### src/rtl/pipe_pkg.sv
// Shared types and per-stage default widths for the pipeline stage registers.
package pipe_pkg;

    typedef enum logic [1:0] {
        EMPTY = 2'd0,
        ONE   = 2'd1,
        FULL  = 2'd2
    } pipe_state_t;

    localparam int IF_ID_CTRL_W  = 8;
    localparam int IF_ID_DATA_W  = 96;
    localparam int ID_EX_CTRL_W  = 16;
    localparam int ID_EX_DATA_W  = 192;
    localparam int EX_MEM_CTRL_W = 12;
    localparam int EX_MEM_DATA_W = 128;
    localparam int MEM_WB_CTRL_W = 6;
    localparam int MEM_WB_DATA_W = 72;

    localparam int PIPE_CTRL_MAX_W = 64;

    // Value driven on the control bundle whenever a stage holds no beat.
    function automatic logic [PIPE_CTRL_MAX_W-1:0] pipe_ctrl_zero();
        return '0;
    endfunction

endpackage

### src/rtl/pipe_stall_counter.sv
// Saturating up-counter with enable; counts back-pressure cycles of a stage.
module pipe_stall_counter #(
    parameter int CNT_W = 16
) (
    input  logic             clk,
    input  logic             rst,
    input  logic             en,
    output logic [CNT_W-1:0] count
);

    // NOTE: sequential state uses non-blocking assignments so every flop
    // samples pre-edge values regardless of block ordering.
    always_ff @(posedge clk or posedge rst) begin
        if (rst) begin
            count <= '0;
        end else if (en && (count != {CNT_W{1'b1}})) begin
            count <= count + 1'b1;
        end
    end

endmodule

### src/rtl/pipe_stage_reg.sv
// Valid/ready pipeline stage register with a two-entry skid store and flush.
// Define PIPE_STAGE_PERF_EN to build the saturating stall counter.
module pipe_stage_reg
    import pipe_pkg::*;
#(
    parameter int CTRL_W = 16,
    parameter int DATA_W = 192,
    parameter int CNT_W  = 16
) (
    input  logic              clk,
    input  logic              rst,
    input  logic              flush,
    input  logic              in_valid,
    output logic              in_ready,
    input  logic [CTRL_W-1:0] in_ctrl,
    input  logic [DATA_W-1:0] in_data,
    output logic              out_valid,
    input  logic              out_ready,
    output logic [CTRL_W-1:0] out_ctrl,
    output logic [DATA_W-1:0] out_data,
    output logic [CNT_W-1:0]  stall_cnt
);

    pipe_state_t       state;
    pipe_state_t       state_next;
    logic [CTRL_W-1:0] main_ctrl;
    logic [DATA_W-1:0] main_data;
    logic [CTRL_W-1:0] skid_ctrl;
    logic [DATA_W-1:0] skid_data;
    logic              in_fire;
    logic              out_fire;
    logic              load_main_in;
    logic              load_main_skid;
    logic              load_skid;

    // Both handshake signals come straight from the state register, so there
    // is no combinational path from out_ready or in_* to any output.
    assign in_ready  = (state != FULL);
    assign out_valid = (state != EMPTY);
    assign in_fire   = in_valid & in_ready;
    assign out_fire  = out_valid & out_ready;

    assign out_ctrl  = out_valid ? main_ctrl : CTRL_W'(pipe_ctrl_zero());
    assign out_data  = main_data;

    always_ff @(posedge clk or posedge rst) begin
        if (rst) begin
            state <= EMPTY;
        end else begin
            state <= state_next;
        end
    end

    // NOTE: every output of this block is given a default first so no path
    // through the case statement can infer a latch.
    always_comb begin
        state_next     = state;
        load_main_in   = 1'b0;
        load_main_skid = 1'b0;
        load_skid      = 1'b0;
        case (state)
            EMPTY: begin
                if (in_fire) begin
                    state_next   = ONE;
                    load_main_in = 1'b1;
                end
            end
            ONE: begin
                if (in_fire && out_fire) begin
                    load_main_in = 1'b1;
                end else if (in_fire) begin
                    state_next = FULL;
                    load_skid  = 1'b1;
                end else if (out_fire) begin
                    state_next = EMPTY;
                end
            end
            FULL: begin
                if (out_fire) begin
                    state_next     = ONE;
                    load_main_skid = 1'b1;
                end
            end
            default: state_next = EMPTY;
        endcase
        // Flush wins over every transition and drops any beat offered with it.
        if (flush) begin
            state_next     = EMPTY;
            load_main_in   = 1'b0;
            load_main_skid = 1'b0;
            load_skid      = 1'b0;
        end
    end

    // NOTE: the bundle registers are reset as well, because out_data must read
    // zero straight out of reset; flush leaves them untouched.
    always_ff @(posedge clk or posedge rst) begin
        if (rst) begin
            main_ctrl <= '0;
            main_data <= '0;
            skid_ctrl <= '0;
            skid_data <= '0;
        end else begin
            if (load_main_in) begin
                main_ctrl <= in_ctrl;
                main_data <= in_data;
            end else if (load_main_skid) begin
                main_ctrl <= skid_ctrl;
                main_data <= skid_data;
            end
            if (load_skid) begin
                skid_ctrl <= in_ctrl;
                skid_data <= in_data;
            end
        end
    end

`ifdef PIPE_STAGE_PERF_EN
    pipe_stall_counter #(
        .CNT_W(CNT_W)
    ) u_stall_counter (
        .clk  (clk),
        .rst  (rst),
        .en   (out_valid & ~out_ready),
        .count(stall_cnt)
    );
`else
    assign stall_cnt = '0;
`endif

endmodule

### config.mk
export PLATFORM = sky130hd
export DESIGN_NAME = pipe_stage_reg
export DESIGN_NICKNAME = d
export VERILOG_FILES = /design/src/rtl/pipe_pkg.sv /design/src/rtl/pipe_stall_counter.sv /design/src/rtl/pipe_stage_reg.sv
export SDC_FILE = /design/constraint.sdc
export NUM_CORES = 1
export LEC_CHECK = 0
export BUFFER_PORTS_ARGS = -buffer_cell sky130_fd_sc_hd__buf_2
export CORE_ASPECT_RATIO = 1.1
export CORE_MARGIN = 4
export CORE_UTILIZATION = 50
export CTS_BUF_LIST = sky130_fd_sc_hd__clkbuf_4
export DETAILED_ROUTE_END_ITERATION = 10
export PLACE_DENSITY = 0.79
export SYNTH_ARGS = -nofsm -noshare
export SYNTH_HDL_FRONTEND = slang
export SYNTH_SLANG_ARGS = --single-unit
### constraint.sdc
create_clock -name clk -period 13.5 [get_ports clk]
set_input_delay 1.35 -clock clk [delete_from_list [all_inputs] [get_ports clk]]
set_output_delay 1.35 -clock clk [all_outputs]
set_load 0.05 [all_outputs]
# --- Yosys cells after proc, flatten, opt, wreduce, memory -nomap -nowiden ---
# Index checks and enable logic that the tools add are counted.
word_totals:
  latchBits: 0
  input_bits: 213
  memories: 0
  mem_bits_rw: 0
  mem_bits_ro: 0
  regBits: 418
classes:
  n_eq_ne: 7
  n_bitwise: 2
  multipliers: 0
  div: 0
  add_sub_neg: 0
  shifts: 0
  reduce_logical: 5
  mux: 22
  n_lt_le_gt_ge: 0
ops:
  columns: ["cell", "n"]
  rows:
  - ["$mux 192", 2]
  - ["$mux 16", 3]
  - ["$mux 2", 6]
  - ["$mux 1", 9]
  - ["$ne 3x3->1 const B", 3]
  - ["$pmux 2 s3", 1]
  - ["$ne 4x4->1 const B", 1]
  - ["$reduce_and 4->1", 1]
  - ["$reduce_bool 2->1", 2]
  - ["$and 1x1->1", 2]
  - ["$eq 2x1->1 const B", 1]
  - ["$eq 2x2->1 const B", 1]
  - ["$logic_not 2->1", 1]
  - ["$ne 2x2->1 const B", 1]
  - ["$pmux 1 s2", 1]
  - ["$logic_and 1x1->1", 1]

# --- Depth between registers and ports, before layout ---
# Gate-level depths: netlist of run 1.
depth:
  word_depth: 7
  depth_mapped: 6
  ltp_nobuf: 3

# --- Worst setup path before layout of run 1 ---
# Ideal clock, no wire load.
synth_path:
  path_type: "flip-flop to output port"
  from: "register state[1]"
  to: "output out_ctrl[10]"
  t_required_ps: 12150
  arrival_ps: 1524
  slack_ps: 10626
  path_stages_with_launch: 4
  path_buffers: 1
  path_cell_list: "dfrtp_1 -> nor2_1 -> clkbuf_1 -> nor2b_1"
synth_via:
  elab_chain_len: 2
synth_lines:
  columns: ["element", "line_no", "source"]
  rows:
  - ["from (decl)", "pipe_stage_reg.sv:24", "pipe_state_t state;"]
  - ["from (signal assigned)", "pipe_stage_reg.sv:50", "state <= state_next;"]
  - ["$reduce_bool 2->1", "pipe_stage_reg.sv:39", "assign out_valid = (state != EMPTY);"]
  - ["$mux 16", "pipe_stage_reg.sv:43", "assign out_ctrl = out_valid ? main_ctrl : CTRL_W'(pipe_ctrl_zero());"]
  - ["to (decl)", "pipe_stage_reg.sv:19", "output logic [CTRL_W-1:0] out_ctrl,"]
# Every way passes these cells.

# --- Final worst setup path of run 1 ---
layout_path:
  from: "register state[1]"
  to: "output out_ctrl[6]"
# The elaborated chain is that of the path after synthesis.

==> results of run 1 <==
## layout make-up
class | count | area (µm²) | area share (%)
multi-input combinational | 675 | 6052 | 29.34
clock buffer | 148 | 1111 | 5.386
sequential | 418 | 10460 | 50.71
clock inverter | 36 | 201.4 | 0.9766
antenna | 11 | 27.53 | 0.1334
inverter | 2 | 15.01 | 0.07279
timing repair buffer | 433 | 2220 | 10.76
tap | 432 | 540.5 | 2.620
## state kept, by name, indices dropped and copies added (netlist names)
signal	count
main_ctrl	16
out_data	192
skid_ctrl	16
skid_data	192
state	2
## cell families after synthesis
logic type	share of synthesized area, %
DFF	61.43
and+or+nand+nor	8.811
AOI/OAI and AO/OA	12.46
muxes	13.82
buffers and inverters	3.461
other	0.02202
## synthesized netlist by cell type
library cell	number
and2b_1	1
nor2b_1	16
and2_0	100
a21oi_4	1
and2_1	107
nand3b_1	1
a211oi_1	1
buf_2	63
a221o_1	207
nand2_1	2
a21oi_1	2
buf_1	2
nand2b_1	3
buf_4	17
dfrtp_1	418
conb_1	1
buf_6	5
nand3_1	1
and4bb_4	1
mux2i_1	1
o21ai_1	1
clkbuf_1	20
or3b_2	1
o21ba_2	1
inv_1	2
mux2_1	38
nor3b_4	1
nor2_1	1
mux2_2	170
nand2_2	1
nor3_1	1
## per-stage QoR
stage	utilization (%)	setup slack [ns]	total power, W
after floorplan	-	0.5152	0.002366
after detailed placement	57.65	9.430	0.002630
after global placement	57.65	9.353	0.002588
final	61.65	10.07	0.003650
after global routing	61.64	9.893	0.003839
after CTS	61.57	9.967	0.003687
## worst max-delay path, cell delays in order, from the launching register on
cell and delay (ns):
dfrtp_1 0.50, nor2_1 0.11, buf_4 0.21, nor2b_1 0.21, buf_2 0.30
## metal layers
layer  up-vias  track usage (%)
met2       499            35.98
met3        96            7.503
li1       5347                -
met1      6206            27.53
met5         -                0
met4         6            11.49
## worst max path at each step
stage / to / slack (ns) / cells after the start
global route: out_data[39]$_DFFE_PP0P_ / 9.89 / 4
floorplan: main_ctrl[0]$_DFFE_PP0P_ / 0.52 / 1
detailed placement: out_data[0]$_DFFE_PP0P_ / 9.43 / 6
finish: out_ctrl[6] / 10.07 / 4
global placement: out_data[0]$_DFFE_PP0P_ / 9.35 / 6
CTS: out_ctrl[6] / 9.97 / 4
## power breakdown
part           switching [W]  total, W  internal (W)
sequential          0.000157   0.00170       0.00154
combinational       0.000593  0.000908      0.000315
clock               0.000501   0.00104      0.000543
==> flow_summary.ini, run 1 <==
[clocking]
cts_tree = built
cts.repair.resized = 0
cts_max_path_buffers = 3
cts_setup_buffers = 0
htree_levels = 3
clk_latency_ns = 0.75
numCtsBuffers = 105
hold_buffers = 0
cts.sinks = 418
clockRootBuffer = clkbuf_4
path_clk_slew_ns = 0.06

[place]
place_area_mm2 = 0.01929
place.gp.congestion = 0.7946
hpwl_um = 27190
io_buffers = 422
dp_cells = 1960

[die]
die_h_um = 201.5
rows = 70
coreArea_mm2 = 0.03346
start_util_pct = 50.89
die_w_um = 183.9
die-area_mm2 = 0.03707
ios = 439

[global_route]
grt_pass1_vias = 12950
antenna_found_initial = 13
grt_max_degree = 209
grt_pass1_wl_um = 68390
grt_usage_pct = 22.61
overflow = 0

[route]
dr.pass1.iters = 5
wl_met2_um = 21210
met1_length_um = 16600
vias = 12150
drtIter0Drc = 720
highest_layer = met5
wire_per_inst_um = 19.99
dr_wl_met3_um = 3528
drc_errors = 0
ant_nets = 0
vias_per_cell = 5.640
wirelength_um = 43080

[pwr]
vdd_drop_max_mv = 0.09312
power.density_mw_per_mm2 = 176.9
p_leak_nw = 10.09

[sta]
rsz0062_at_grt = no
setup-violations-final = 0
whs_ns = 0.4847
period_needed_ns = 3.435
fin_tns_setup_ns = 0
fmax_ghz = 0.2911
slew_headroom_pct = 25.99
post-route-period-util_pct = 25.44
slew_violations = 0
max_slew.worst_pin.slew_ns = 1.110
finalHoldViolations = 0
finClkSkew_ns = 0.03612

[yosys]
syn_avg_cell_area_um2 = 14.34
netlist.area_leader.share_pct = 61.43
ys_types = 31
synth.area.top_cells = dfrtp_1 (61%), a221o_1 (12%), mux2_2 (11%)
yosysTopAreaCell = dfrtp_1
syn_area_mm2 = 0.01703
syn-instance-count = 1187
ys_seq_area_share_pct = 61.43
yosysWarnings = 0
yosys_register_bits = 418

[worst_hold_path]
worstHoldPathCells = 1
holdPathEnd = skid_data[5]$_DFFE_PP0P_
hp-start = skid_data[5]$_DFFE_PP0P_
hold_class = register to register

[worst_setup_path]
r2r_setup_slack_ns = 10.45
end_kind = primary output
crit_arrival_ns = 2.09
path_class = register to primary output
r2r_cells = 5
cp_max_fo = 16
r2r-start = state[0]$_DFFE_PP0P_
rr_endpoint = out_data[0]$_DFFE_PP0P_
start_kind = register
crit_required_ns = 12.15
crit_start = state[1]$_DFFE_PP0P_

[final_layout]
area_growth_pct = 21.15
layout_commonest_cell = buf_2
fillers = 2606
fin_area_mm2 = 0.02063
drive_gt1_share_pct = 44.86
instances_no_fill = 2155
layout_common_cells = buf_2 (422), dfrtp_1 (418), a221o_1 (207)
final_nets = 1848

[status]
status = finished, final reports clean

[flow_run]
drv_cap = 0
Power figures use the tool's default switching activity.
==> inputs of run 2 (changes only) <==
==> constraint.sdc (replaced) <==
create_clock -name clk -period 3 [get_ports clk]
set_input_delay 0.3 -clock clk [delete_from_list [all_inputs] [get_ports clk]]
set_output_delay 0.3 -clock clk [all_outputs]
set_load 0.05 [all_outputs]
==> run 2 against run 1 <==
  * Sequential power grew to 4.5 times the previous value
  * Utilization is 6.9 points higher
  * Sequential share of layout area fell by 5.1 points
  * Clock skew rose by 0.018 ns
  * Final cell count up 9.4%
  * Design area rose by 11%
  * Critical path depth did not move
  * Sequential cell count is the same
  * First-iteration DRC count increased by 13%
  * Combinational power grew to 4.9 times the previous value
  * Critical path type unchanged
==> flow_summary.ini, run 2 (same netlist as run 1, synthesis figures left out) <==
[die]
coreArea_mm2 = 0.03346
ios = 439
die-area_mm2 = 0.03707
die_h_um = 201.5
start_util_pct = 50.89
rows = 70
die_w_um = 183.9

[sta]
fmax_ghz = 0.4122
post-route-period-util_pct = 80.87
setup-violations-final = 0
max_slew.worst_pin.slew_ns = 0.9866
finClkSkew_ns = 0.05450
period_needed_ns = 2.426
whs_ns = 0.3491
slew_violations = 0
rsz0062_at_grt = no
finalHoldViolations = 0
slew_headroom_pct = 34.09

[pwr]
p_leak_nw = 11.08
vdd_drop_max_mv = 0.5156
finalPower_w = 0.01679
power.density_mw_per_mm2 = 732.3

[route]
wire_per_inst_um = 21.20
vias_per_cell = 5.686
wl_met2_um = 25090
vias = 13400
drc_errors = 0
dr_wl_met3_um = 3579
highest_layer = met4
wirelength_um = 49960
dr.pass1.iters = 5
met1_length_um = 18840
ant_nets = 0
drtIter0Drc = 810

[clocking]
htree_levels = 3
clockRootBuffer = clkbuf_4
cts_setup_buffers = 0
numCtsBuffers = 103
clk_latency_ns = 0.73
cts.sinks = 418
cts_max_path_buffers = 3
path_clk_slew_ns = 0.08
cts_tree = built

[final_layout]
final_nets = 2075
drive_gt1_share_pct = 40.66
layout_common_cells = buf_2 (422), dfrtp_1 (418), dlygate4sd3_1 (214)
fillers = 2213
seq_area_mm2 = 0.01046
multi_input_area_mm2 = 0.006052
area_growth_pct = 34.68
layout_commonest_cell = buf_2

[global_route]
antenna_found_initial = 4
overflow = 0
grt_pass1_wl_um = 79340
grt_pass1_vias = 14880
grt_max_degree = 209
grt_usage_pct = 26.45

[worst_setup_path]
start_kind = register
crit_required_ns = 2.70
end_kind = primary output
cp_max_fo = 16
crit_arrival_ns = 2.13
path_class = register to primary output

[place]
place.gp.congestion = 0.8172
hpwl_um = 28260
io_buffers = 422

[status]
status = finished, final reports clean

[worst_hold_path]
hold_class = input port to register

[flow_run]
drv_cap = 0
## run 2: cell count changes in the layout (fill, tap and decap cells not counted), sizes merged, moves of 2 or more
cell | before | now
clkinv | 32 | 10
dlygate4sd3 | 0 | 214
diode | 11 | 4
inv | 2 | 4
buf | 433 | 448
## run 2: path summary, 6_finish.rpt
kind | cells after the start | slack, ns | start | to
worst max-delay path | 4 | 0.57 | state[1]$_DFFE_PP0P_ | out_ctrl[3]
worst min-delay path | 3 | 0.35 | in_ctrl[12] | skid_ctrl[12]$_DFFE_PP0P_
worst max register to register | 4 | 0.72 | state[1]$_DFFE_PP0P_ | skid_data[29]$_DFFE_PP0P_
worst min register to register | 1 | 0.49 | skid_data[30]$_DFFE_PP0P_ | skid_data[30]$_DFFE_PP0P_
max in group asynchronous | 4 | 1.74 | rst | out_data[125]$_DFFE_PP0P_
min in group asynchronous | 3 | 0.38 | rst | skid_ctrl[2]$_DFFE_PP0P_
## run 2: per-stage QoR
stage	setup WS (ns)	utilization [%]	area, µm²	setup TNS [ns]	cells
CTS	0.5797	68.51	22920	0	2353
global placement	0.9051	58.42	19550	0	1975
detailed placement	0.8538	58.42	19550	0	1975
finish	0.5740	68.54	22930	0	2357
floorplan	-2.938	-	17090	-1227.89	1202
global route	0.4827	68.54	22930	0	2357
## run 2: power by group
part	internal (W)	total, W	switching, W
sequential	0.00694	0.00768	0.000738
clock	0.00241	0.00467	0.00226
combinational	0.00163	0.00444	0.00281
total	0.0110	0.0168	0.00580
## run 2: critical path, stage by stage (launching register included)
cell     delay (ns)
dfrtp_1        0.55
nor2_1         0.12
buf_4          0.22
nor2b_1        0.20
buf_2          0.30
## run 2: cell type report
cell class	count	share of cell area, %
diodes	4	0.04365
multi-input cells	675	26.39
inverters	2	0.04911
clock buffers	149	4.878
clock inverters	15	0.4965
repair buffers	662	20.17
flip-flops and latches	418	45.62
well taps	432	2.357
## run 2: layer usage
metal	track usage, %	vias to the layer above
li1	-	5776
met1	31.64	6785
met2	44.23	674
met3	6.418	167
met4	13.81	0
met5	0	-
## run 2: timing repair
| action | in CTS | in global routing |
|---|---|---|
| setup endpoints to repair | 0 | 0 |
| resized for setup | 0 | 0 |
| hold buffers | 214 | 0 |
| endpoints found under the hold margin | 440 | 0 |
